### src/rtl/fetch_pkg.sv
// Shared definitions for the instruction fetch stage: branch codes from the
// decoder and the fetch FSM state encoding.
package fetch_pkg;

  localparam logic [2:0] BR_NONE = 3'b000;
  localparam logic [2:0] BR_BEQ  = 3'b001;
  localparam logic [2:0] BR_BNE  = 3'b010;
  localparam logic [2:0] BR_BGEZ = 3'b011;
  localparam logic [2:0] BR_BGTZ = 3'b100;
  localparam logic [2:0] BR_BLEZ = 3'b101;
  localparam logic [2:0] BR_BLTZ = 3'b110;

  localparam int INSTR_W = 32;

  typedef enum logic [1:0] {
    IDLE = 2'd0,
    BUSY = 2'd1,
    DROP = 2'd2
  } fetch_state_e;

endpackage

### src/rtl/fetch_if.sv
// Instruction-memory request/ready handshake between the fetch unit (master)
// and the instruction memory (slave).
interface fetch_if #(
  parameter int ADDR_W = 32
);
  logic              req;
  logic [ADDR_W-1:0] addr;
  logic              ready;
  logic [31:0]       rdata;

  modport master (output req, output addr, input ready, input rdata);
  modport slave  (input req, input addr, output ready, output rdata);
endinterface

### src/rtl/branch_cmp.sv
// Branch condition evaluator: compares the IF/ID operands as signed values
// according to the decoder's 3-bit branch code.
module branch_cmp
  import fetch_pkg::*;
#(
  parameter int ADDR_W = 32
) (
  input  logic [2:0]        branch,
  input  logic [ADDR_W-1:0] rs_val,
  input  logic [ADDR_W-1:0] rt_val,
  output logic              cond
);

  logic rs_neg;
  logic rs_zero;

  assign rs_neg  = rs_val[ADDR_W-1];
  assign rs_zero = (rs_val == '0);

  // NOTE: every output of an always_comb gets a default first so no path can infer a latch.
  always_comb begin
    cond = 1'b0;
    case (branch)
      BR_BEQ:  cond = (rs_val == rt_val);
      BR_BNE:  cond = (rs_val != rt_val);
      BR_BGEZ: cond = ~rs_neg;
      BR_BGTZ: cond = ~rs_neg & ~rs_zero;
      BR_BLEZ: cond = rs_neg | rs_zero;
      BR_BLTZ: cond = rs_neg;
      default: cond = 1'b0;
    endcase
  end

endmodule

### src/rtl/fetch_unit.sv
// Fetch stage: owns the PC, fetches over the imem handshake into a skid buffer
// and the IF/ID register, and resolves branches presented by the decoder.
module fetch_unit
  import fetch_pkg::*;
#(
  parameter int                ADDR_W   = 32,
  parameter logic [ADDR_W-1:0] RESET_PC = '0
) (
  input  logic               clk,
  input  logic               reset,
  fetch_if.master            imem,
  input  logic               stall,
  input  logic [2:0]         branch,
  input  logic [ADDR_W-1:0]  branch_imm,
  input  logic [ADDR_W-1:0]  rs_val,
  input  logic [ADDR_W-1:0]  rt_val,
  output logic [INSTR_W-1:0] instr,
  output logic [ADDR_W-1:0]  instr_pc,
  output logic               valid,
  output logic [5:0]         opcode,
  output logic [4:0]         rt_field,
  output logic               redirect
);

  fetch_state_e state, state_nxt;

  logic [ADDR_W-1:0]  pc;
  logic [ADDR_W-1:0]  addr_q;
  logic [ADDR_W-1:0]  pc_inc;
  logic [ADDR_W-1:0]  target;
  logic [ADDR_W-1:0]  issue_addr;
  logic [INSTR_W-1:0] sk_instr;
  logic [ADDR_W-1:0]  sk_pc;
  logic               sk_full;

  logic cond;
  logic consume;
  logic taken;
  logic fire;
  logic issue;
  logic word_to_ifid;

  branch_cmp #(.ADDR_W(ADDR_W)) u_cmp (
    .branch (branch),
    .rs_val (rs_val),
    .rt_val (rt_val),
    .cond   (cond)
  );

  assign consume  = valid & ~stall;
  assign taken    = consume & cond;
  assign redirect = taken;
  assign pc_inc   = pc + ADDR_W'(4);
  assign target   = instr_pc + ADDR_W'(4) + (branch_imm << 2);
  assign opcode   = instr[31:26];
  assign rt_field = instr[20:16];

  // A returning word lands in IF/ID only when the skid is empty and IF/ID is free.
  assign word_to_ifid = (~valid | consume) & ~sk_full;

  assign imem.req  = (state != IDLE);
  assign imem.addr = addr_q;

  always_comb begin
    state_nxt  = state;
    fire       = 1'b0;
    issue      = 1'b0;
    issue_addr = pc;
    case (state)
      IDLE: begin
        if (!taken && !sk_full) begin
          issue     = 1'b1;
          state_nxt = BUSY;
        end
      end
      BUSY: begin
        if (imem.ready) begin
          if (taken) begin
            state_nxt = IDLE;
          end else begin
            fire = 1'b1;
            if (word_to_ifid) begin
              issue      = 1'b1;
              issue_addr = pc_inc;
            end else begin
              state_nxt = IDLE;
            end
          end
        end else if (taken) begin
          state_nxt = DROP;
        end
      end
      DROP: begin
        if (imem.ready) state_nxt = IDLE;
      end
      default: state_nxt = IDLE;
    endcase
  end

  // NOTE: sequential state uses non-blocking assignments so every register samples pre-edge values.
  always_ff @(posedge clk or posedge reset) begin
    if (reset) begin
      state    <= IDLE;
      pc       <= RESET_PC;
      addr_q   <= RESET_PC;
      instr    <= '0;
      instr_pc <= '0;
      valid    <= 1'b0;
      // NOTE: skid payload is reset too; it is only two words and keeps the datapath free of X.
      sk_instr <= '0;
      sk_pc    <= '0;
      sk_full  <= 1'b0;
    end else begin
      state <= state_nxt;

      if (taken)     pc <= target;
      else if (fire) pc <= pc_inc;

      if (issue) addr_q <= issue_addr;

      // IF/ID: a taken branch flushes; otherwise the skid word has priority.
      if (taken) begin
        valid <= 1'b0;
      end else if (consume && sk_full) begin
        instr    <= sk_instr;
        instr_pc <= sk_pc;
        valid    <= 1'b1;
      end else if (fire && word_to_ifid) begin
        instr    <= imem.rdata;
        instr_pc <= pc;
        valid    <= 1'b1;
      end else if (consume) begin
        valid <= 1'b0;
      end

      if (taken) begin
        sk_full <= 1'b0;
      end else if (fire && !word_to_ifid) begin
        sk_instr <= imem.rdata;
        sk_pc    <= pc;
        sk_full  <= 1'b1;
      end else if (consume && sk_full) begin
        sk_full <= 1'b0;
      end
    end
  end

endmodule

### src/flat_wrapper.sv
// flat-port wrapper written by rule: the top's interface ports become plain ports
module fetch_unit_flat import fetch_pkg::*;
#(
  parameter int                ADDR_W   = 32,
  parameter logic [ADDR_W-1:0] RESET_PC = '0
)
  (clk, reset, stall, branch, branch_imm, rs_val, rt_val, instr, instr_pc, valid, opcode, rt_field, redirect, imem_req, imem_addr, imem_ready, imem_rdata);
  fetch_if #(.ADDR_W(ADDR_W)) imem_i ();
  input  logic clk;
  input  logic reset;
  input  logic stall;
  input  logic [2:0] branch;
  input  logic [ADDR_W-1:0] branch_imm;
  input  logic [ADDR_W-1:0] rs_val;
  input  logic [ADDR_W-1:0] rt_val;
  output logic [INSTR_W-1:0] instr;
  output logic [ADDR_W-1:0] instr_pc;
  output logic valid;
  output logic [5:0] opcode;
  output logic [4:0] rt_field;
  output logic redirect;
  output wire logic [$bits(imem_i.req)-1:0] imem_req;
  output wire logic [$bits(imem_i.addr)-1:0] imem_addr;
  input wire logic [$bits(imem_i.ready)-1:0] imem_ready;
  input wire logic [$bits(imem_i.rdata)-1:0] imem_rdata;
  assign imem_req = imem_i.req;
  assign imem_addr = imem_i.addr;
  assign imem_i.ready = imem_ready;
  assign imem_i.rdata = imem_rdata;
  fetch_unit #(.ADDR_W(ADDR_W), .RESET_PC(RESET_PC)) u_core (.clk(clk), .reset(reset), .imem(imem_i), .stall(stall), .branch(branch), .branch_imm(branch_imm), .rs_val(rs_val), .rt_val(rt_val), .instr(instr), .instr_pc(instr_pc), .valid(valid), .opcode(opcode), .rt_field(rt_field), .redirect(redirect));
endmodule
### config.mk
export PLATFORM = sky130hd
export DESIGN_NAME = fetch_unit_flat
export DESIGN_NICKNAME = d
export VERILOG_FILES = /design/src/rtl/fetch_pkg.sv /design/src/rtl/fetch_if.sv /design/src/rtl/branch_cmp.sv /design/src/rtl/fetch_unit.sv /design/src/flat_wrapper.sv
export SDC_FILE = /design/constraint.sdc
export NUM_CORES = 1
export LEC_CHECK = 0
export CORE_UTILIZATION = 52
export CTS_BUF_LIST = sky130_fd_sc_hd__clkbuf_16
export DETAILED_ROUTE_END_ITERATION = 6
export GPL_TIMING_DRIVEN = 1
export PLACE_DENSITY = 0.81
export SYNTH_ARGS = -nofsm -noshare
export SYNTH_HDL_FRONTEND = slang
export SYNTH_HIERARCHICAL = 1
export SYNTH_SLANG_ARGS = --single-unit
### constraint.sdc
create_clock -name clk -period 7.71 [get_ports clk]
set_input_delay 0.771 -clock clk [delete_from_list [all_inputs] [get_ports clk]]
set_output_delay 0.771 -clock clk [all_outputs]
set_load 0.03 [all_outputs]
After elaboration in Yosys (flattened, before gate mapping)

Index checks and enable logic that the tools add are counted.
Widths: inputs -> output; s select.

Add/subtract/negate cells: 3
Eq/ne operators: 14
Multiplexer cells: 33
Bitwise operators: 12
Reductions and logical operators: 17

Operator list:

| cell                  | number |
|---|---|
| $mux 32               | 10 |
| $add 32x3->32 const B | 2 |
| $add 32x32->32        | 1 |
| $eq 32x32->1          | 1 |
| $logic_not 32->1      | 1 |
| $ne 32x32->1          | 1 |
| $mux 1                | 14 |
| $mux 2                | 6 |
| $eq 3x3->1 const B    | 3 |
| $eq 3x2->1 const B    | 2 |
| $ne 3x2->1 const B    | 2 |
| $not 1->1             | 6 |
| $pmux 1 s6            | 1 |
| $pmux 2 s3            | 1 |
| $reduce_bool 2->1     | 3 |
| $and 1x1->1           | 4 |
| $logic_and 1x1->1     | 4 |
| $reduce_and 2->1      | 2 |
| $reduce_and 4->1      | 1 |
| $reduce_bool 4->1     | 1 |
| $eq 3x1->1 const B    | 1 |
| $logic_not 1->1       | 3 |
| $reduce_bool 3->1     | 1 |
| $eq 2x1->1 const B    | 1 |
| other kinds (6)       | 7 |

Flip-flop bits (word level): 196
Input port bits: 135
Logic and storage cells: 88

Longest topological paths before layout

Gate-level depths: netlist of run 1.

Word-level depth: 12
Depth in mapped cells: 12

Cells and area by module

The synthesis of run 1 kept the hierarchy.

Modules (own cells, without submodules):

| module     | instances | cells each | area an instance (um2) |
|---|---|---|---|
| fetch_unit | 1         | 1122       | 10930.5 |
| branch_cmp | 1         | 63         | 496.7 |

Worst setup path before layout of run 1

Ideal clock, no wire load.

Path kind: input to output
Start point: input rs_val[24]
End point: output redirect
Arrival time: 2.668 ns
Data required time: 6.939 ns
Path slack: 4.271 ns
Stages: 8
Cells stage by stage: nor4_2 > nand4_1 > or4_1 > a32oi_1 > and3_1 > nand2_1 > inv_1 > clkbuf_1

Longest elaborated chain between the ends: 5

Ends and longest elaborated chain:

| element            | line               | RTL |
|---|---|---|
| start: declaration | flat_wrapper.sv:14 | `input logic [ADDR_W-1:0] rs_val;` |
| $logic_not 32->1   | branch_cmp.sv:18   | `assign rs_zero = (rs_val == '0);` |
| $not 1->1          | branch_cmp.sv:27   | `BR_BGTZ: cond = ~rs_neg & ~rs_zero;` |
| $and 1x1->1        | branch_cmp.sv:27   |  |
| $pmux 1 s6 (*)     | branch_cmp.sv:23   | `case (branch)` |
| via u_core.cond    | fetch_unit.sv:36   | `logic cond;` |
| $and 1x1->1 (*)    | fetch_unit.sv:51   | `assign taken = consume & cond;` |
| end: declaration   | flat_wrapper.sv:21 | `output logic redirect;` |

Mark *: on every way through the listed nets, which the timed path passes. The rest lies on a longest branch.

Worst setup path after layout of run 1

Start point: input rs_val[28]
End point: register u_core.instr_pc[25]

Longest elaborated chain between the ends: 11

Ends and longest elaborated chain:

| element                               | line              | RTL |
|---|---|---|
| $logic_not 32->1                      | branch_cmp.sv:18  |  |
| $not 1->1                             | branch_cmp.sv:27  |  |
| $and 1x1->1                           | branch_cmp.sv:27  |  |
| $pmux 1 s6 (*)                        | branch_cmp.sv:23  |  |
| via u_core.cond                       | fetch_unit.sv:36  |  |
| $and 1x1->1 (*)                       | fetch_unit.sv:51  |  |
| $mux 1                                | fetch_unit.sv:78  | `if (taken) begin` |
| $mux 1                                | fetch_unit.sv:77  | `if (imem.ready) begin` |
| $mux 1                                | fetch_unit.sv:69  | `case (state)` |
| $logic_and 1x1->1                     | fetch_unit.sv:128 | `end else if (fire && word_to_ifid) begin` |
| $reduce_bool 2->1 (no source line)    | --                |  |
| $reduce_and 2->1 (no source line) (*) | --                |  |
| end signal: assignment                | fetch_unit.sv:126 | `instr_pc <= sk_pc;` |
| end signal: assignment                | fetch_unit.sv:130 | `instr_pc <= pc;` |
| end: declaration                      | fetch_unit.sv:18  | `output logic [ADDR_W-1:0] instr_pc,` |

Marked as above.
A chain may end at the register's enable or synchronous reset.

==> results_dict.tcl, run 1 <==
set metrics [dict create \
    status "finished clean" \
    die_w_um 150 \
    cts_hold_buf 0 \
    final_cells 1659 \
    drc 0 \
    synth-seq-cells 196 \
    synthCells 1185 \
    cp_common_cell "buf_4" \
    cts_setup_buffers 0 \
    finalCritPeriodShare 0.717 \
    reg2reg_depth 8 \
    clk_pin_slew_worst_paths_ps 80 \
    ys.flop_type "dfrtp_1" \
    start_util 0.537 \
    wl_per_cell_um 18.7 \
    portBuffers 242 \
    cts_max_path_buffers 2 \
    p_sw_uw 551 \
    antenna_found_initial 0 \
    dpl.hpwl_mm 22.3 \
    worst_pin_slew_ps 1130 \
    cp_slowest_cell "nand3_1" \
    clkPwrFrac 0.416 \
    ctsResizeCount 0 \
    synthMuxAreaShare 0.122 \
    max_cap_viol_count 0 \
    path_cells "clkdlybuf4s50_1 > xor2_1 > nor4_1 > nand4_1 > or4_1 > and3_1 > nand2_1 > buf_4 > nand3_1 > o21ai_4 > buf_4 > buf_4 > nor2_1 > a21oi_1" \
    r2r_slack_ps 3800 \
    cp-startpoint "rs_val[28]" \
    grt_remaining_overflow 0 \
    htree_levels 4 \
    seqPwrFrac 0.490 \
    ys_warn_count 6 \
    placed_cells 1626 \
    cts_tree "yes" \
    fin_crit_ps 5530 \
    syn2layout_area_growth_pct 27.2 \
    worstPathMaxFanout 67 \
    yosys.area_share.simple 0.148 \
    async_flop_share 1.00 \
    worstSetupPathType "input pin to flip-flop" \
    layout_commonest_cell "clkdlybuf4s50_1" \
    layout_common_cells "clkdlybuf4s50_1, dfrtp_1, nor2_1" \
    synth_xor_area_frac 0.0636 \
    power_density_nw_per_um2 150 \
    synth.avg_cell_area_um2 9.64 \
    grt_max_degree 120 \
    maxSlewViolCount 0 \
    slowest_delay_ps 870 \
    hp-class "flip-flop to flip-flop" \
    clock-root-buffer "clkbuf_16" \
    drive_above_1_share 0.0947 \
    io_pins 245 \
    p_leak_nw 6.90 \
    hold_end "u_core/imem.addr[0]" \
    setup_tns_ps 0 \
    worstSetupEndpointType "flip-flop" \
    netlist_area_um2 11400 \
    die_h_um 150 \
    clk_latency_ps 430 \
    cts.sinks 196 \
    max_slew_margin 0.242 \
    finalSetupViolations 0 \
    final_nets 1564 \
    synth_top_family_by_area "simple AND/OR/NAND/NOR gates" \
    synthAdderAreaFrac 0.0653 \
    reg2reg_to "u_core/instr_pc[25]" \
    gp_congestion 0.912 \
    core_area_um2 21300 \
    finalWirelength_mm 30.9 \
    whs_ps 492 \
    seq_area_frac_synth 0.429 \
    cts_buffers 17 \
    synth-compound-area-share 0.133 \
    grt_usage 0.278 \
    drtPass1Iterations 5 \
    via_count 9770 \
    internal-power_mw 1.63 \
    row_count 53 \
    power_switching_share 0.252 \
    clock.fmax_mhz 181 \
    setup_slack_ps 2180 \
    arrival_ps 5880 \
    irDropWorstVdd_uv 129 \
    syn_nets 1379 \
    fillers 1698 \
    drt_iter0_markers 671 \
    critPathRequiredTime_ps 8060 \
    hold_viol 0 \
    grt_pass1_vias 9489 \
    rr_startpoint "u_core/state[0]" \
    dieArea_um2 22600 \
    fin_skew_ps 12.0 \
    grt_pass1_wl_mm 48.5 \
    comb_power_share 0.094 \
    hold_start "u_core/imem.addr[0]" \
    synth_edf_count 0 \
    rsz0062_at_grt "false" \
    cp-start-kind "input pin" \
    min_path_cells 2 \
    vias_per_cell 5.89 \
    ant_nets 0 \
    ys_types 60 \
    place_ws_ps 1800 \
]
## Yosys cell counts (all sizes together) (2+ instances only)
master,number,area [µm²]
a21boi,2,15.0
o31ai,3,22.5
xnor2,31,272
nor3,14,75.1
and2,3,18.8
and3b,2,17.5
a31oi,12,75.1
o22ai,11,68.8
o32ai,3,26.3
o2111ai,2,17.5
or3,4,25.0
or4,3,26.3
a221oi,3,26.3
o221a,4,45.0
o211ai,4,30.0
a21o,13,97.6
nor2b,5,31.3
o21bai,3,22.5
mux2,65,732
a21oi,126,631
dfrtp,196,4900
a221o,2,20.0
and4,5,43.8
and3,13,81.3
inv,17,63.8
nor2,138,521
a32oi,2,17.5
xor2,52,455
o21ai,54,270
clkbuf,53,200
nand4,21,146
nor4,22,193
a211o,2,17.5
a211oi,6,45.0
nand2,90,340
mux2i,66,661
buf,33,184
or2,3,18.8
ha,58,726
nand3,29,145
## worst max path at each step
| stage | to | depth (start not counted) | slack [ps] |
|---|---|---|---|
| 6_report | u_core/instr_pc[25] | 14 | 2180 |
| 5_1_grt | u_core/instr[7] | 14 | 1870 |
| 4_1_cts | u_core/instr[7] | 14 | 2250 |
| 3_5_place_dp | u_core/instr[8] | 14 | 1800 |
| 3_3_place_gp | u_core/instr[15] | 13 | 1970 |
| 2_1_floorplan | u_core/imem.addr[0] | 1 | 1600 |
## metrics by stage
stage	area, µm²	power [mW]	utilization
after detailed placement	13900	1.30	0.654
after floorplan	11400	1.18	-
final	14500	2.18	0.683
after CTS	14500	2.20	0.682
after global placement	13900	1.29	0.654
after global routing	14500	2.26	0.682
## worst max-delay path: cells and delay by family
kind	cells	cell delay [ps]
compound gates	2	400
simple gates	7	2330
buf+inv	4	2140
xor+xnor	1	180
## flip-flops by register name (all words and copies together) (netlist names)
signal / flops
u_core/pc: 32
u_core/valid: 1
u_core/state: 2
u_core/instr_pc: 32
u_core/imem.addr: 32
u_core/sk_instr: 32
u_core/instr: 32
u_core/sk_full: 1
u_core/sk_pc: 32
## routing by layer
| metal | part of all wire | vias to the layer above | global-route usage |
|---|---|---|---|
| met4 | 0.032 | 0 | 0.111 |
| met3 | 0.070 | 64 | 0.0621 |
| met2 | 0.49 | 402 | 0.465 |
| met5 | 0 | - | 0 |
| met1 | 0.40 | 4722 | 0.348 |
| li1 | - | 4582 | - |
## final cells by class
type | count | area (µm²) | area share
multi-input cells | 886 | 6100 | 0.420
flip-flops and latches | 196 | 4900 | 0.338
repair buffers | 252 | 2500 | 0.172
clock buffers | 17 | 425 | 0.0293
well taps | 275 | 344 | 0.0237
clock inverters | 15 | 181 | 0.0125
inverters | 17 | 71.3 | 0.00491
diodes | 1 | 2.50 | 0.000172
## cells by family after synthesis
kind of cell / after synthesis
buffers and inverters: 103
adders and majority gates: 59
and+or+nand+nor: 353
DFF: 196
xor gates and xnor gates: 83
AOI/OAI and AO/OA: 260
muxes: 131
## power by group through the flow
stage | Combinational (mW) | Sequential (mW) | Clock [mW]
3_5_place_dp | 0.207 | 1.09 | 0
3_3_place_gp | 0.203 | 1.09 | 0
5_1_grt | 0.226 | 1.07 | 0.966
2_1_floorplan | 0.0928 | 1.09 | 0
4_1_cts | 0.208 | 1.07 | 0.928
6_report | 0.206 | 1.07 | 0.907
Power figures use the tool's default switching activity.
==> inputs of run 2 (changes only) <==
Clock period 7.71 ns to 5.55 ns, I/O delays scaled along.
==> results_dict.tcl, run 2 (synthesized netlist as in run 1, its figures left out) <==
set metrics [dict create \
    status "finished clean" \
    core_area_um2 21300 \
    drtPass1Iterations 5 \
    path_cells "clkdlybuf4s50_1 > nor4_1 > nand4_1 > or4_1 > a32oi_1 > and3_1 > nand2_1 > inv_1 > buf_4 > clkdlybuf4s50_1" \
    via_count 9736 \
    cts_setup_buffers 0 \
    drt_iter0_markers 601 \
    grt_pass1_wl_mm 49.0 \
    die_w_um 150 \
    layout_common_cells "clkdlybuf4s50_1, dfrtp_1, nor2_1" \
    grt_usage 0.281 \
    hp-class "flip-flop to flip-flop" \
    drive_above_1_share 0.0946 \
    cts_buffers 17 \
    final_nets 1567 \
    reg2reg_depth 10 \
    cp-startpoint "rs_val[11]" \
    final_cells 1660 \
    portBuffers 242 \
    min_path_cells 2 \
    htree_levels 4 \
    power_density_nw_per_um2 210 \
    fin_skew_ps 11.5 \
    worst_pin_slew_ps 1140 \
    fin_crit_ps 4370 \
    clk_pin_slew_worst_paths_ps 70 \
    setup_tns_ps 0 \
    critPathRequiredTime_ps 4990 \
    grt_remaining_overflow 0 \
    syn2layout_area_growth_pct 27.6 \
    max_cap_viol_count 0 \
    clock-root-buffer "clkbuf_16" \
    cp_slowest_cell "clkdlybuf4s50_1" \
    gp_congestion 0.920 \
    hold_end "u_core/imem.addr[0]" \
    ctsResizeCount 0 \
    maxSlewViolCount 0 \
    die_h_um 150 \
    cts_max_path_buffers 2 \
    antenna_found_initial 0 \
    p_leak_nw 6.92 \
    row_count 53 \
    finalSetupViolations 0 \
    clock.fmax_mhz 229 \
    start_util 0.537 \
    worstPathMaxFanout 25 \
    grt_pass1_vias 9392 \
    cts_tree "yes" \
    max_slew_margin 0.234 \
    hold_viol 0 \
    cp-start-kind "input pin" \
    rr_startpoint "u_core/instr_pc[3]" \
    vias_per_cell 5.87 \
    hold_start "u_core/imem.addr[0]" \
    dpl.hpwl_mm 22.7 \
    irDropWorstVdd_uv 187 \
    placed_cells 1629 \
    worstSetupEndpointType "primary output" \
    cts_hold_buf 0 \
    cts.sinks 196 \
    layout_commonest_cell "clkdlybuf4s50_1" \
    rsz0062_at_grt "false" \
    clk_latency_ps 440 \
    slowest_delay_ps 740 \
    finalWirelength_mm 31.1 \
    reg2reg_to "u_core/pc[31]" \
    finalCritPeriodShare 0.787 \
    arrival_ps 3810 \
    diodes 0 \
    cp_common_cell "clkdlybuf4s50_1" \
    r2r_slack_ps 2530 \
    worstSetupPathType "input pin to primary output" \
    dieArea_um2 22600 \
    io_pins 245 \
    ant_nets 0 \
    grt_max_degree 109 \
    wl_per_cell_um 18.8 \
    drc 0 \
]
-- run 2: layout make-up --
type | count | area [µm²]
Tap cell | 275 | 344
Timing Repair Buffer | 255 | 2560
Clock inverter | 14 | 176
Multi-Input combinational cell | 886 | 6100
Clock buffer | 17 | 425
Inverter | 17 | 67.6
Sequential cell | 196 | 4900
Fill cell | 1701 | 6710
-- run 2: routing by layer --
layer,part of all wire,vias up,GRT usage
met2,0.50,365,0.477
met3,0.062,46,0.0524
met4,0.024,0,0.0934
met1,0.42,4719,0.360
li1,-,4606,-
met5,0,-,0
-- run 2: worst max-delay path by stage --
| stage | depth (start not counted) | to | slack, ps |
|---|---|---|---|
| after CTS | 10 | redirect | 1150 |
| after global placement | 13 | u_core/imem.addr[13] | 1080 |
| after floorplan | 1 | u_core/imem.addr[0] | 2460 |
| after global routing | 10 | redirect | 950 |
| after detailed placement | 13 | u_core/imem.addr[13] | 1030 |
| final | 10 | redirect | 1180 |
-- run 2: through the flow --
step                      area (µm²)  total power [mW]  setup slack, ps  hold WS, ps   util
after global placement         14000              1.79             1080          458  0.657
after CTS                      14600              3.09             1150          492  0.685
after global routing           14600              3.17              949          517  0.685
after detailed placement       14000              1.80             1030          464  0.657
after floorplan                11400              1.64             2460          440      -
final                          14600              3.06             1180          495  0.685
-- run 2: worst max-delay path, delay by kind of cell --
family | cells | cell delay (ps)
buffers and inverters | 4 | 1640
and+or+nand+nor | 5 | 1420
AOI/OAI and AO/OA | 1 | 190
-- run 2: where the power goes --
part / switching (mW) / internal, mW / leakage (nW) / total, mW
logic: 0.130 / 0.157 / 3.99 / 0.287
clock network: 0.569 / 0.716 / 0.296 / 1.29
registers: 0.0246 / 1.46 / 2.63 / 1.49
==> inputs of run 3 (changes only) <==
Clock period 5.55 ns to 4.18 ns, I/O delays scaled along.
==> results_dict.tcl, run 3 (synthesized netlist as in run 1, its figures left out) <==
set metrics [dict create \
    final_util 0.689 \
    rsz0062_at_grt "false" \
    slowest_delay_ps 490 \
    path_cells "clkdlybuf4s50_1 > nor4_2 > nand4_1 > or4_1 > a32oi_1 > and3_1 > nand2_1 > inv_1 > buf_4 > buf_4" \
    fin_crit_ps 3610 \
    antenna_found_initial 0 \
    grt_pass1_vias 9796 \
    clk_latency_ps 430 \
    drt_iter0_markers 612 \
    fin_total_pwr_mw 4.08 \
    hp-class "input pin to async pin" \
    grt_usage 0.276 \
    cts.sinks 196 \
    drive_above_1_share 0.0993 \
    ant_nets 0 \
    rr_startpoint "u_core/instr_pc[3]" \
    row_count 53 \
    dpl.hpwl_mm 22.5 \
    whs_ps 467 \
    max_slew_margin 0.461 \
    critical_path.top_delay_family "simple AND/OR/NAND/NOR gates" \
    setup_slack_ps 566 \
    cts_max_path_buffers 2 \
    r2r_slack_ps 1200 \
    start_util 0.537 \
    cts_buffers 17 \
    syn2layout_area_growth_pct 28.3 \
    core_area_um2 21300 \
    arrival_ps 3200 \
    via_count 9800 \
    cts_tree "yes" \
    reg2reg_to "u_core/pc[27]" \
    clock.fmax_mhz 277 \
    portBuffers 242 \
    worstSetupPathType "input pin to primary output" \
    final_cell_area_um2 14700 \
    wl_per_cell_um 18.3 \
    fillers 1596 \
    grt_max_degree 107 \
    layout_common_cells "clkdlybuf4s50_1, dfrtp_1, nor2_1" \
    clk_pin_slew_worst_paths_ps 70 \
    die_h_um 150 \
    status "finished clean" \
    reg2reg_depth 10 \
    path_depth 10 \
    cp_common_cell "buf_4" \
    clock-root-buffer "clkbuf_16" \
    io_pins 245 \
    vias_per_cell 5.89 \
    diodes 0 \
    power_density_nw_per_um2 279 \
    finalSetupViolations 0 \
    drc 0 \
    cp_slowest_cell "or4_1" \
    final_cells 1665 \
    cts_hold_buf 0 \
    layout_commonest_cell "clkdlybuf4s50_1" \
    finalWirelength_mm 30.4 \
    max_cap_viol_count 0 \
    fin_skew_ps 9.59 \
    cp-start-kind "input pin" \
    critPathRequiredTime_ps 3760 \
    dieArea_um2 22600 \
    placed_cell_area_um2 14000 \
    worstSetupEndpointType "primary output" \
    worstPathMaxFanout 15 \
    grt_pass1_wl_mm 48.5 \
    hold_viol 0 \
    grt_remaining_overflow 0 \
    setup_tns_ps 0 \
    finalCritPeriodShare 0.865 \
    place_ws_ps 214 \
    placed_cells 1633 \
    irDropWorstVdd_uv 266 \
    htree_levels 4 \
    maxSlewViolCount 0 \
    path_buf_inv 4 \
    ctsResizeCount 0 \
    worst_pin_slew_ps 806 \
    final_nets 1571 \
    cts_setup_buffers 0 \
    cp-startpoint "rs_val[15]" \
    p_leak_nw 6.95 \
    gp_congestion 0.918 \
    drtPass1Iterations 5 \
    die_w_um 150 \
]
run 3: cell type report:
| type | count | area [µm²] | area share |
|---|---|---|---|
| clock inverters | 15 | 196 | 0.0134 |
| multi-input cells | 886 | 6100 | 0.416 |
| clock buffers | 17 | 425 | 0.0290 |
| inverters | 17 | 67.6 | 0.00461 |
| repair buffers | 259 | 2620 | 0.179 |
| flip-flops and latches | 196 | 4900 | 0.334 |
| well taps | 275 | 344 | 0.0235 |
run 3: how the worst max path moves through the flow:
stage | slack, ps | end
finish | 570 | redirect
global route | 340 | redirect
floorplan | 1230 | u_core/imem.addr[0]
global placement | 360 | u_core/sk_instr[4]
detailed placement | 210 | u_core/instr_pc[16]
CTS | 530 | redirect
run 3: routing by layer:
metal  track usage  share of wire  vias to the layer above
li1              -              -                     4616
met1         0.343           0.40                     4700
met2         0.462           0.49                      407
met3        0.0573          0.068                       77
met4         0.126          0.035                        0
met5             0              0                        -
run 3: worst register-to-register path: stages, from the launching register on:
cell      delay, ps
dfrtp_1         400
ha_1            280
ha_1            220
fa_1            410
a21oi_1         240
o211ai_1        240
a32oi_1         510
a21oi_1         130
nor2_1          140
xor2_1          180
o21ai_0          90
run 3: power by group:
| part | internal [mW] | switching (mW) | leakage (nW) |
|---|---|---|---|
| Sequential | 1.94 | 0.0339 | 2.63 |
| Combinational | 0.209 | 0.173 | 4.02 |
| Clock | 0.962 | 0.766 | 0.295 |
| Total | 3.11 | 0.972 | 6.95 |
